`src/rtl/ifetch_unit.sv`:
```
// ifetch_unit: instruction fetch front-end.
// Keeps a fetch PC, issues one synchronous memory read per cycle when credits
// allow, and queues the returned words in a 2-entry buffer for decode. A
// redirect flushes buffered and in-flight words and restarts fetch at a new PC.

module ifetch_unit #(
    parameter int                   PC_WIDTH  = 16,
    parameter int                   ISA_WIDTH = 16,
    parameter logic [PC_WIDTH-1:0]  RESET_PC  = {PC_WIDTH{1'b0}}
) (
    input  logic                 clk,
    input  logic                 rst_n,
    input  logic                 fetch_en,
    input  logic                 redirect_valid,
    input  logic [PC_WIDTH-1:0]  redirect_pc,
    output logic                 mem_ren,
    output logic [PC_WIDTH-1:0]  mem_addr,
    input  logic [ISA_WIDTH-1:0] mem_rdata,
    output logic                 out_valid,
    input  logic                 out_ready,
    output logic [ISA_WIDTH-1:0] out_inst,
    output logic [PC_WIDTH-1:0]  out_pc
);

    localparam logic [PC_WIDTH-1:0] PC_ONE = {{(PC_WIDTH-1){1'b0}}, 1'b1};

    logic [PC_WIDTH-1:0]  fpc_r;
    logic                 inflight_r;
    logic [PC_WIDTH-1:0]  tag_r;
    logic [1:0]           occ_r;
    logic                 rd_ptr_r;
    logic                 wr_ptr_r;
    logic [ISA_WIDTH-1:0] inst_q_r [0:1];
    logic [PC_WIDTH-1:0]  pc_q_r   [0:1];

    logic                 pop_s;
    logic                 push_s;
    logic                 issue_s;
    logic [2:0]           credit_s;

    // Handshake, push and credit-based issue decisions for this cycle.
    always_comb begin
        pop_s    = 1'b0;
        push_s   = 1'b0;
        issue_s  = 1'b0;
        credit_s = 3'd0;
        pop_s    = (occ_r != 2'd0) & out_ready;
        // A response landing in a redirect cycle belongs to the squashed path.
        push_s   = inflight_r & ~redirect_valid;
        // Words held or owed to the buffer after this cycle's pop; a pop only
        // happens with occ_r >= 1, so the subtraction cannot underflow.
        credit_s = {1'b0, occ_r} + {2'b00, inflight_r} - {2'b00, pop_s};
        if (rst_n && fetch_en && !redirect_valid && (credit_s < 3'd2)) begin
            issue_s = 1'b1;
        end else begin
            issue_s = 1'b0;
        end
    end

    assign mem_ren   = issue_s;
    assign mem_addr  = fpc_r;
    assign out_valid = (occ_r != 2'd0);
    assign out_inst  = inst_q_r[rd_ptr_r];
    assign out_pc    = pc_q_r[rd_ptr_r];

    // Fetch PC, in-flight flag and tag of the outstanding read.
    always_ff @(posedge clk) begin
        if (!rst_n) begin
            fpc_r      <= RESET_PC;
            inflight_r <= 1'b0;
            tag_r      <= {PC_WIDTH{1'b0}};
        end else if (redirect_valid) begin
            fpc_r      <= redirect_pc;
            inflight_r <= 1'b0;
        end else begin
            inflight_r <= issue_s;
            if (issue_s) begin
                fpc_r <= fpc_r + PC_ONE;
                tag_r <= fpc_r;
            end
        end
    end

    // Two-entry output buffer; redirect empties it but a same-cycle pop still
    // counts as delivered because decode sampled the head this cycle.
    always_ff @(posedge clk) begin
        if (!rst_n) begin
            occ_r       <= 2'd0;
            rd_ptr_r    <= 1'b0;
            wr_ptr_r    <= 1'b0;
            inst_q_r[0] <= {ISA_WIDTH{1'b0}};
            inst_q_r[1] <= {ISA_WIDTH{1'b0}};
            pc_q_r[0]   <= {PC_WIDTH{1'b0}};
            pc_q_r[1]   <= {PC_WIDTH{1'b0}};
        end else if (redirect_valid) begin
            occ_r    <= 2'd0;
            rd_ptr_r <= 1'b0;
            wr_ptr_r <= 1'b0;
        end else begin
            if (push_s) begin
                inst_q_r[wr_ptr_r] <= mem_rdata;
                pc_q_r[wr_ptr_r]   <= tag_r;
                wr_ptr_r           <= ~wr_ptr_r;
            end
            if (pop_s) begin
                rd_ptr_r <= ~rd_ptr_r;
            end
            case ({push_s, pop_s})
                2'b10:   occ_r <= occ_r + 2'd1;
                2'b01:   occ_r <= occ_r - 2'd1;
                default: occ_r <= occ_r;
            endcase
        end
    end

    ifetch_unit_chk u_chk (
        .clk   (clk),
        .rst_n (rst_n),
        .push  (push_s),
        .occ   (occ_r)
    );

endmodule

// ifetch_unit_chk: the credit rule must keep pushes away from a full buffer.
module ifetch_unit_chk (
    input logic       clk,
    input logic       rst_n,
    input logic       push,
    input logic [1:0] occ
);

    // Overflow of the output buffer would silently drop an instruction.
    assert property (@(posedge clk) disable iff (!rst_n) !(push && (occ == 2'd2)));

endmodule

```
`config.mk`:
```
export PLATFORM = sky130hd
export DESIGN_NAME = ifetch_unit
export DESIGN_NICKNAME = d
export VERILOG_FILES = /design/src/rtl/ifetch_unit.sv
export SDC_FILE = /design/constraint.sdc
export NUM_CORES = 1
export LEC_CHECK = 0
export CORE_MARGIN = 5
export CORE_UTILIZATION = 52
export DETAILED_ROUTE_END_ITERATION = 6
export PLACE_DENSITY = 0.82
export SLEW_MARGIN = 5
export SYNTH_ARGS = -nofsm -noshare
export SYNTH_HDL_FRONTEND = slang
export SYNTH_SLANG_ARGS = --single-unit
```
`constraint.sdc`:
```
create_clock -name clk -period 7.9 [get_ports clk]
set_clock_uncertainty 0.15 [all_clocks]
set_input_delay 1.975 -clock clk [delete_from_list [all_inputs] [get_ports clk]]
set_output_delay 1.975 -clock clk [all_outputs]
set_load 0.01 [all_outputs]
```
## Word-level counts from Yosys, hierarchy flattened

Memories as Yosys holds them, arrays and structs flattened. A register that Yosys moved wholly into a read port is not among the register bits.
Index checks and enable logic that the tools add are counted.

| operators by class | value |
|---|---|
| multiplexer cells | 19 |
| equal/unequal tests | 2 |
| add/sub/neg operators | 5 |
| order comparisons | 1 |
| reduce and logical (&&, ||, !) cells | 11 |
| bitwise gates (word level) | 6 |

Operators with widths:

| cell | number |
|---|---|
| two-way mux 16 bit | 4 |
| OR reduction 16 bit | 2 |
| adder 16 x 1 -> 16 bit, second input constant | 1 |
| two-way mux 1 bit | 14 |
| nonzero test 2 bit | 3 |
| NOT 1 bit | 4 |
| case mux 2 bit (2 select lines) | 1 |
| adder 2 x 1 -> 3 bit | 1 |
| logical AND 1 bit | 3 |
| < comparator 3 x 2 -> 1 bit, second input constant | 1 |
| subtractor 3 x 1 -> 3 bit | 1 |
| adder 2 x 1 -> 2 bit, second input constant | 1 |
| bitwise AND 1 bit | 2 |
| equality test 2 x 1 -> 1 bit, second input constant | 1 |
| equality test 2 bit, second input constant | 1 |
| AND reduction 2 bit | 1 |
| OR reduction 2 bit | 1 |
| subtractor 2 x 1 -> 2 bit, second input constant | 1 |
| logical NOT 1 bit | 1 |

| storage, ports and cells | value |
|---|---|
| memories kept | 2 |
| register bits after elaboration | 37 |
| word-level logic and storage cells | 52 |
| bits of input ports | 37 |
| output and inout port bits | 50 |
| bits in writable memories | 64 |

Memory list:

| memory | words | width | read ports | clocked after memory_dff | wr ports | line | text |
|---|---|---|---|---|---|---|---|
| inst_q_r | 2 | 16 | 1 | 1 | 2 | 33 | `logic [ISA_WIDTH-1:0] inst_q_r [0:1];` |
| pc_q_r | 2 | 16 | 1 | 1 | 2 | 34 | `logic [PC_WIDTH-1:0] pc_q_r [0:1];` |

## Longest topological paths before layout

Gate-level depths: netlist of run 1.

| logic depth | value |
|---|---|
| word-level depth | 8 |
| depth in mapped cells | 12 |
| depth with buffers taken out | 10 |

## Least setup slack after synthesis of run 1

No wires, ideal clock.

| timing path | value |
|---|---|
| path kind | input -> output |
| from | in out_ready |
| to | out mem_ren |
| required time | 5.775 ns |
| arrival time | 3.784 ns |
| buffers on the path | 2 |
| setup slack | 1.991 ns |
| stages on the path | 9 |
| path through | and2_1 > ha_1 > nand2b_1 > fa_1 > and4b_1 > nand2_1 > inv_1 > buf_4 > buf_2 |

| between the ends | value |
|---|---|
| longest elaborated chain between the ends | 5 |

RTL lines:

| what | line | text |
|---|---|---|
| from (decl) | 20 | `input logic out_ready,` |
| bitwise AND 1 bit | 47 | `pop_s = (occ_r != 2'd0) & out_ready;` |
| subtractor 3 x 1 -> 3 bit | 52 | `credit_s = {1'b0, occ_r} + {2'b00, inflight_r} - {2'b00, pop_s};` |
| < comparator 3 x 2 -> 1 bit | 53 | `if (rst_n && fetch_en && !redirect_valid && (credit_s < 3'd2)) begin` |
| logical AND 1 bit | 53 |  |
| two-way mux 1 bit | 53 |  |
| to (decl) | 16 | `output logic mem_ren,` |

No other way between the ends.

## Worst setup path after layout of run 1

| timing path | value |
|---|---|
| from | in out_ready |
| to | out mem_ren |

| between the ends | value |
|---|---|
| longest elaborated chain between the ends | 5 |

RTL lines:

| what | line | text |
|---|---|---|
| bitwise AND 1 bit | 47 |  |
| named net pop_s | 36 | `logic pop_s;` |
| subtractor 3 x 1 -> 3 bit | 52 |  |
| < comparator 3 x 2 -> 1 bit | 53 |  |
| logical AND 1 bit | 53 |  |
| two-way mux 1 bit | 53 |  |

The timed path passes the listed nets, and every way through them passes these cells.

==> flow_summary_export.csv, run 1 <==
group,metric,value,unit
run_status,status,"completed",
detailed_routing,drtIter0Drc,152,
die,boundaryPins,87,
clock_tree,clk_path_buf_depth,2,
worst_setup_path,cp-end-kind,"output pin",
finish,final_common_cell,"clkdlybuf4s50_1",
clock_tree,clkTransAtPathRegs,0.09,ns
timing,worst_slew_pin_slew,1.09,ns
timing,tns,0,ns
detailed_routing,vias,3277,
hold_path,hold_class,"flop to flop",
worst_setup_path,r2r-end,"mem_addr[10]",
yosys,synth_cell_types,45,
detailed_routing,antenna_left,0,
finish,stdcell_area,5730,um^2
clock_tree,ctsHtreeMaxLevel,3,
pwr,ir_drop,83.5,uV
global_routing,grt_use_total,18.5,%
worst_setup_path,r2r_start,"occ_r[1]",
worst_setup_path,crit_fanout,4,
timing,fin_crit_sh,84.2,%
detailed_routing,drt-vias-per-instance,5.54,
worst_setup_path,path_cells,"clkdlybuf4s50_1 -> and2_1 -> ha_1 -> nand2b_1 -> fa_1 -> and4b_1 -> nand2_1 -> inv_1 -> clkdlybuf4s50_1",
clock_tree,post_cts_resized,0,
global_routing,overflow,0,
clock_tree,clk_latency,0.36,ns
worst_setup_path,critPathArrivalTime,4.53,ns
yosys,syn_area,4580,um^2
die,design.core.area,8640,um^2
finish,final_nets,520,
flow_run,drv_cap,0,
worst_setup_path,startpoint_type,"input port",
yosys,seq_area_frac_synth,58.6,%
detailed_routing,finalWirelength,9710,um
worst_setup_path,crit_slowest_cell,"clkdlybuf4s50_1",
detailed_routing,first_pass_iters,4,
global_routing,antenna_found_initial,0,
die,fp.dieH,104,um
worst_setup_path,worst-setup-path-type,"input port to output pin",
worst_setup_path,reg2reg_depth,10,
die,die-area,10800,um^2
place,place.gp.congestion,0.832,
finish,postLayoutCoreUtil,66.4,%
yosys,synthCells,400,
clock_tree,numCtsBuffers,9,
timing,rsz0062_at_grt,"no",
clock_tree,postCtsHoldBufs,0,
pwr,power-per-cell-area,178,nW/um^2
clock_tree,post_cts_buffers,0,
timing,post-route-min-period,6.65,ns
timing,hold_viol_final,0,
yosys,avgSynthCellArea,11.4,um^2
yosys,async_flop_share,0,%
detailed_routing,route.detailed.drc,0,
global_routing,grt_pass1_vias,3388,
global_routing,grt_pass1_wl,16400,um
worst_setup_path,crit_path_end,"mem_ren",
finish,n_antenna_cell,0,
place,dp_hpwl,6320,um
die,start_util,53.0,%
worst_setup_path,crit_top_cell,"clkdlybuf4s50_1",
finish,fillers,683,
pwr,p_leak,2.03,nW
clock_tree,clock-sinks,102,
worst_setup_path,reg2reg_setup_slack,4.63,ns
finish,final_cell_mix,"86 x clkdlybuf4s50_1, 65 x and2_1, 64 x edfxtp_1",
clock_tree,cts_root_buffer,"clkbuf_8",
worst_setup_path,crit_start,"out_ready",
place,dpl-instance-area,5540,um^2
die,die_w,104,um
place,port_buffers,86,
die,core.rowCount,34,
yosys,ys.flop_type,"edfxtp_1",
yosys,yosys_warnings,0,
finish,final_layout_size_suffix_gt1_share,12.0,%
timing,whs,0.320,ns
yosys,yosys_register_bits,102,
worst_setup_path,critical-path-max-stage-delay,0.55,ns
timing,slew_viol_final,0,
finish,area_growth,25.2,%
detailed_routing,wl_per_cell,16.4,um
worst_setup_path,required,5.78,ns
timing,slew_headroom,27.2,%
timing,finalSetupViolations,0,
clock_tree,cts_tree,"built",
global_routing,grt_start_max_net_pins,33,
timing,fmax,150,MHz
yosys,syn_nets,441,
yosys,synth_edf_count,64,
[report_power, final]
group / switching [W] / internal, W
Combinational: 0.0000441 / 0.0000545
Sequential: 0.0000154 / 0.000584
Clock: 0.000176 / 0.000146
Total: 0.000235 / 0.000784
[how the worst min path moves through the flow]
stage                         from       end  slack, ns  cells past startpoint
after floorplan           tag_r[0]  tag_r[0]       0.29                      2
after global placement    tag_r[6]  tag_r[6]       0.30                      2
after detailed placement  tag_r[0]  tag_r[0]       0.31                      2
after CTS                 tag_r[6]  tag_r[6]       0.32                      2
after global routing      tag_r[6]  tag_r[6]       0.36                      2
final                     tag_r[6]  tag_r[6]       0.32                      2
[cell families after synthesis]
logic type	count (synthesis)	synth area share, %
adders and majority gates	4	1.26
AOI/OAI and AO/OA	60	8.01
xor gates and xnor gates	10	1.91
muxes	32	7.87
DFF	102	58.6
buffers and inverters	30	2.81
and+or+nand+nor	162	19.5
[area by class of cell]
| cell class | instances | area, um^2 | share of cell area (%) |
|---|---|---|---|
| Tap cell | 108 | 135 | 2.36 |
| Sequential cell | 102 | 2680 | 46.8 |
| Inverter | 6 | 22.5 | 0.393 |
| Clock buffer | 10 | 128 | 2.23 |
| Clock inverter | 6 | 62.6 | 1.09 |
| Timing Repair Buffer | 92 | 906 | 15.8 |
| Multi-Input combinational cell | 268 | 1790 | 31.3 |
[Yosys cell counts (3+ instances only)]
library cell  number  area, um^2
edfxtp_1          64        1920
and2_1            65         407
xnor2_1            8        70.1
mux2_2            32         360
nand2_1           46         173
nor2_1             8        30.0
nor3_1             4        20.0
ha_1               3        37.5
dfxtp_1           38         761
a22oi_1            6        45.0
nand2b_1           3        18.8
o22ai_1            5        31.3
nand3_1            9        45.0
clkbuf_1          11        41.3
nor2b_1            7        43.8
a31oi_1            6        37.5
o21ai_0            9        45.0
a21oi_1           24         120
nor4_1             5        31.3
inv_1              6        22.5
buf_2              6        30.0
buf_1              4        15.0
[critical path: cells and delay by family]
family | cells | cell delay, ns
adder cells (fa/ha/maj) | 2 | 0.75
buffers and inverters | 3 | 1.10
AND/OR/NAND/NOR | 4 | 0.69
[flip-flops by register name, indices dropped and copies added, names as in the netlist, named ones only]
name and cells:
inflight_r 1, mem_addr 16, occ_r 2, tag_r 16
pc_q_r 32, rd_ptr_r 1, inst_q_r 32, wr_ptr_r 1
[per-stage QoR]
stage	instances	setup WS [ns]	power, W
after floorplan	400	1.99	0.000653
after global placement	576	1.26	0.000707
after detailed placement	576	1.22	0.000710
after CTS	592	1.23	0.00103
after global routing	592	1.12	0.00106
final	592	1.25	0.00102
[layer usage]
metal	wire, um	vias to the layer above	GRT usage [%]
li1	-	1576	-
met1	4340	1597	24.1
met2	4750	87	30.4
met3	438	17	3.98
met4	176	0	6.85
met5	0	-	0
Power figures use the tool's default switching activity.
==> run 2: changes to the inputs <==
--- a/config.mk
+++ b/config.mk
@@ -6,9 +6,9 @@
 export NUM_CORES = 1
 export LEC_CHECK = 0
 export CORE_MARGIN = 5
-export CORE_UTILIZATION = 52
+export CORE_UTILIZATION = 47
 export DETAILED_ROUTE_END_ITERATION = 6
-export PLACE_DENSITY = 0.82
+export PLACE_DENSITY = 0.78
 export SLEW_MARGIN = 5
 export SYNTH_ARGS = -nofsm -noshare
 export SYNTH_HDL_FRONTEND = slang
==> constraint.sdc (replaced) <==
create_clock -name clk -period 5.67 [get_ports clk]
set_clock_uncertainty 0.15 [all_clocks]
set_input_delay 1.4175 -clock clk [delete_from_list [all_inputs] [get_ports clk]]
set_output_delay 1.4175 -clock clk [all_outputs]
set_load 0.01 [all_outputs]
==> run 2 against run 1 <==
Wire length down 2.2%. Critical path depth did not move. Die area up 9.6%. Cell count is 4.4% higher. Flip-flop and latch count unchanged. Non-clock buffer count is 1 higher. Sequential power is 39% higher. Combinational power increased by 40%.
==> flow_summary_export.csv, run 2 (synthesized netlist as in run 1, its figures left out) <==
group,metric,value,unit
run_status,status,"completed",
finish,n_antenna_cell,0,
worst_setup_path,cp-end-kind,"output pin",
global_routing,grt_pass1_wl,15500,um
worst_setup_path,r2r_start,"occ_r[1]",
global_routing,top_usage_layer,"met2",
finish,final_common_cell,"clkdlybuf4s50_1",
global_routing,use_met1,22.4,%
place,pre_cts_slack,0.175,ns
die,die_w,109,um
detailed_routing,drtIter0Drc,200,
global_routing,antenna_found_initial,0,
die,fp.dieH,109,um
pwr,p_int,0.00113,W
timing,fin_crit_sh,96.6,%
timing,fmax,183,MHz
hold_path,whs_path_depth,2,
timing,post-route-min-period,5.48,ns
worst_setup_path,worst-setup-path-type,"input port to output pin",
pwr,p_comb_share,9.5,%
timing,slew_viol_final,0,
flow_run,drv_cap,0,
place,place.gp.congestion,0.889,
pwr,switching_share,22.9,%
place,dpl-instance-area,5580,um^2
worst_setup_path,startpoint_type,"input port",
timing,worst_slew_pin_slew,1.06,ns
worst_setup_path,crit_fanout,4,
global_routing,grt_pass1_vias,3222,
global_routing,grt_util_met2,27.0,%
finish,area_growth,26.8,%
clock_tree,ctsHtreeMaxLevel,3,
hold_path,hold_class,"flop to flop",
detailed_routing,first_pass_iters,4,
timing,tns,0,ns
clock_tree,post_cts_buffers,0,
pwr,clockPowerShare,33.4,%
pwr,power-per-cell-area,252,nW/um^2
clock_tree,clock-sinks,102,
worst_setup_path,r2r-end,"mem_addr[10]",
worst_setup_path,reg2reg_depth,10,
worst_setup_path,critPathArrivalTime,3.91,ns
clock_tree,cts_tree,"built",
detailed_routing,wl_per_cell,15.4,um
worst_setup_path,reg2reg_setup_slack,2.40,ns
hold_path,min_from,"tag_r[6]",
clock_tree,clk_latency,0.35,ns
timing,hold_viol_final,0,
finish,reg_top3,"inst_q_r x32, pc_q_r x32",
timing,worst_slack,0.193,ns
clock_tree,post_cts_resized,0,
global_routing,grt.met3_usage,3.55,%
clock_tree,cts_root_buffer,"clkbuf_8",
pwr,p_leak,2.06,nW
hold_path,min_to,"tag_r[6]",
die,start_util,47.5,%
detailed_routing,route.detailed.drc,0,
timing,whs,0.316,ns
timing,finalSetupViolations,0,
pwr,ir_drop,114,uV
die,die-area,11800,um^2
global_routing,grt_start_max_net_pins,33,
detailed_routing,drt-vias-per-instance,5.24,
worst_setup_path,required,4.10,ns
clock_tree,numCtsBuffers,9,
global_routing,grt_use_total,16.6,%
finish,final_cell_mix,"86 x clkdlybuf4s50_1, 65 x and2_1, 64 x edfxtp_1",
finish,final_nets,521,
detailed_routing,antenna_left,0,
die,design.core.area,9640,um^2
die,boundaryPins,87,
place,dp_hpwl,6270,um
timing,rsz0062_at_grt,"no",
pwr,p_seq_share,57.1,%
pwr,power.switching,0.000334,W
finish,stdcell_area,5800,um^2
place,port_buffers,86,
finish,final_layout_size_suffix_gt1_share,12.8,%
detailed_routing,finalWirelength,9490,um
clock_tree,postCtsHoldBufs,0,
global_routing,overflow,0,
clock_tree,clkTransAtPathRegs,0.09,ns
detailed_routing,vias,3239,
clock_tree,clk_path_buf_depth,2,
die,core.rowCount,36,
timing,slew_headroom,29.0,%
[run 2: area by class of cell]
type	count	area (um^2)
fillers	811	3830
multi-input cells	268	1800
clock buffers	10	149
inverters	6	22.5
clock inverters	6	73.8
repair buffers	93	913
flip-flops and latches	102	2680
well taps	133	166
[run 2: metrics by stage]
| step | instances | total power [W] | util (%) |
|---|---|---|---|
| floorplan | 400 | 0.000910 | - |
| global placement | 602 | 0.000988 | 57.9 |
| detailed placement | 602 | 0.000991 | 57.9 |
| CTS | 618 | 0.00148 | 60.2 |
| global route | 618 | 0.00153 | 60.2 |
| finish | 618 | 0.00146 | 60.2 |
[run 2: worst max-delay path by stage]
stage | slack, ns | startpoint | end | depth (start not counted)
after global routing | 0.05 | out_ready | mem_ren | 9
after detailed placement | 0.18 | out_ready | mem_ren | 9
after CTS | 0.16 | out_ready | mem_ren | 9
after floorplan | 0.88 | out_ready | mem_ren | 9
after global placement | 0.17 | out_ready | mem_ren | 9
final | 0.19 | out_ready | mem_ren | 9
[run 2: critical path, cell delays in order]
cell,delay (ns)
clkdlybuf4s50_1,0.45
and2_1,0.18
ha_1,0.24
nand2b_1,0.15
fa_1,0.50
and4b_1,0.26
nand2_1,0.10
inv_1,0.09
clkdlybuf4s50_1,0.54
[run 2: layer usage]
metal | up-vias | share of wire (%)
met1 | 1506 | 44
met4 | 0 | 0.74
met3 | 9 | 8.3
li1 | 1584 | -
met5 | - | 0
met2 | 140 | 47
[run 2: power by group through the flow]
stage	clock (W)	sequential [W]	combinational, W
after floorplan	0	0.000849	0.0000607
after global placement	0	0.000850	0.000137
after detailed placement	0	0.000852	0.000139
after CTS	0.000504	0.000835	0.000140
after global routing	0.000535	0.000839	0.000151
final	0.000489	0.000835	0.000138
==> run 3: changes to the inputs <==
--- a/config.mk
+++ b/config.mk
@@ -9,7 +9,7 @@
 export CORE_UTILIZATION = 47
 export DETAILED_ROUTE_END_ITERATION = 6
 export PLACE_DENSITY = 0.78
-export SLEW_MARGIN = 5
+export SLEW_MARGIN = 20
 export SYNTH_ARGS = -nofsm -noshare
 export SYNTH_HDL_FRONTEND = slang
 export SYNTH_SLANG_ARGS = --single-unit
==> run 3 against run 2 <==
Fmax hardly changed. Highest routed layer unchanged. Largest cell class unchanged. Die area stayed put. Clock power hardly changed. Wire length is 0.16% lower.
==> flow_summary_export.csv, run 3 (synthesized netlist as in run 1, its figures left out) <==
group,metric,value,unit
pwr,power-per-cell-area,252,nW/um^2
pwr,power.switching,0.000336,W
global_routing,grt_start_max_net_pins,33,
clock_tree,postCtsHoldBufs,0,
worst_setup_path,crit_buf_inv,3,
die,design.core.area,9640,um^2
die,fp.dieH,109,um
die,boundaryPins,87,
hold_path,min_from,"tag_r[6]",
detailed_routing,antenna_left,0,
global_routing,grt_pass1_wl,15500,um
pwr,p_leak,2.06,nW
die,die-area,11800,um^2
worst_setup_path,cp_top_family,"buffers and inverters",
pwr,p_int,0.00113,W
finish,final_cell_mix,"86 x clkdlybuf4s50_1, 65 x and2_1, 64 x edfxtp_1",
die,start_util,47.5,%
finish,final_nets,521,
clock_tree,clkTransAtPathRegs,0.10,ns
timing,post-route-min-period,5.47,ns
hold_path,min_to,"tag_r[6]",
finish,stdcell_area,5810,um^2
timing,worst_slew_pin_slew,1.07,ns
pwr,p_seq_share,57.0,%
finish,final_layout_size_suffix_gt1_share,12.8,%
worst_setup_path,r2r-end,"mem_addr[10]",
clock_tree,ctsHtreeMaxLevel,3,
timing,rsz0062_at_grt,"no",
global_routing,grt_pass1_vias,3222,
timing,fin_crit_sh,96.5,%
place,place.gp.congestion,0.889,
worst_setup_path,path_cells,"clkdlybuf4s50_1 -> and2_1 -> ha_1 -> nand2b_1 -> fa_1 -> and4b_1 -> nand2_1 -> inv_1 -> clkdlybuf4s50_1",
pwr,clockPowerShare,33.5,%
worst_setup_path,crit_top_cell,"clkdlybuf4s50_1",
timing,tns,0,ns
flow_run,drv_cap,0,
worst_setup_path,worst-setup-path-type,"input port to output pin",
clock_tree,clock-sinks,102,
timing,slew_viol_final,0,
finish,final_common_cell,"clkdlybuf4s50_1",
worst_setup_path,critPathArrivalTime,3.91,ns
worst_setup_path,reg2reg_setup_slack,2.40,ns
clock_tree,clk_latency,0.35,ns
global_routing,grt_use_total,16.6,%
global_routing,antenna_found_initial,0,
detailed_routing,drt-vias-per-instance,5.24,
detailed_routing,drtIter0Drc,198,
timing,fmax,183,MHz
clock_tree,cts_tree,"built",
place,pre_cts_slack,0.175,ns
timing,finalSetupViolations,0,
hold_path,hold_class,"flop to flop",
run_status,status,"completed",
worst_setup_path,crit_fanout,4,
worst_setup_path,reg2reg_depth,10,
pwr,switching_share,23.0,%
worst_setup_path,r2r_start,"occ_r[1]",
pwr,p_comb_share,9.5,%
global_routing,overflow,0,
place,dpl-instance-area,5580,um^2
clock_tree,cts_root_buffer,"clkbuf_8",
hold_path,whs_path_depth,2,
clock_tree,post_cts_resized,0,
timing,worst_slack,0.196,ns
finish,area_growth,26.9,%
detailed_routing,route.detailed.drc,0,
die,core.rowCount,36,
finish,reg_top3,"inst_q_r x32, pc_q_r x32",
detailed_routing,finalWirelength,9480,um
place,port_buffers,86,
pwr,ir_drop,115,uV
timing,hold_viol_final,0,
clock_tree,numCtsBuffers,9,
detailed_routing,first_pass_iters,4,
clock_tree,post_cts_buffers,0,
timing,slew_headroom,28.4,%
worst_setup_path,required,4.10,ns
die,die_w,109,um
finish,n_antenna_cell,0,
worst_setup_path,cp-end-kind,"output pin",
place,dp_hpwl,6270,um
worst_setup_path,startpoint_type,"input port",
worst_setup_path,critical-path-max-stage-delay,0.54,ns
detailed_routing,vias,3240,
clock_tree,clk_path_buf_depth,2,
worst_setup_path,crit_slowest_cell,"clkdlybuf4s50_1",
detailed_routing,wl_per_cell,15.3,um
[run 3: cell counts in the layout (fill, tap and decap cells not counted)]
No cell type changed its count.
[run 3: final cells by class]
type	count	area [um^2]
Clock buffer	10	149
Clock inverter	6	73.8
Fill cell	810	3830
Inverter	6	22.5
Multi-Input combinational cell	268	1800
Sequential cell	102	2680
Tap cell	133	166
Timing Repair Buffer	93	913
[run 3: metrics by stage]
step,total power [W],utilization (%),hold slack (ns),cells
global placement,0.000988,57.9,0.298,602
finish,0.00146,60.3,0.318,618
CTS,0.00148,60.2,0.316,618
floorplan,0.000910,-,0.290,400
global route,0.00153,60.3,0.340,618
detailed placement,0.000991,57.9,0.303,602
[run 3: worst min-delay path: stages (launching register included)]
cell and delay, ns:
dfxtp_1 0.33, nand2_1 0.05, a21oi_1 0.05
[run 3: power groups by stage]
stage	Sequential (W)	Clock (W)	Combinational, W
final	0.000835	0.000490	0.000139
after global placement	0.000850	0	0.000137
after CTS	0.000835	0.000504	0.000140
after global routing	0.000839	0.000535	0.000151
after floorplan	0.000849	0	0.0000607
after detailed placement	0.000852	0	0.000139
[run 3: routing by layer]
layer	vias to the layer above	GRT usage (%)	wire [um]
met2	140	27.0	4410
met3	9	3.55	794
met1	1508	22.4	4200
li1	1583	-	-
met5	-	0	0
met4	0	4.78	70
[run 3: worst max path at each step]
stage	start	end	slack, ns	depth (start not counted)
after floorplan	out_ready	mem_ren	0.88	9
after global placement	out_ready	mem_ren	0.17	9
after detailed placement	out_ready	mem_ren	0.18	9
after CTS	out_ready	mem_ren	0.16	9
after global routing	out_ready	mem_ren	0.05	9
final	out_ready	mem_ren	0.20	9
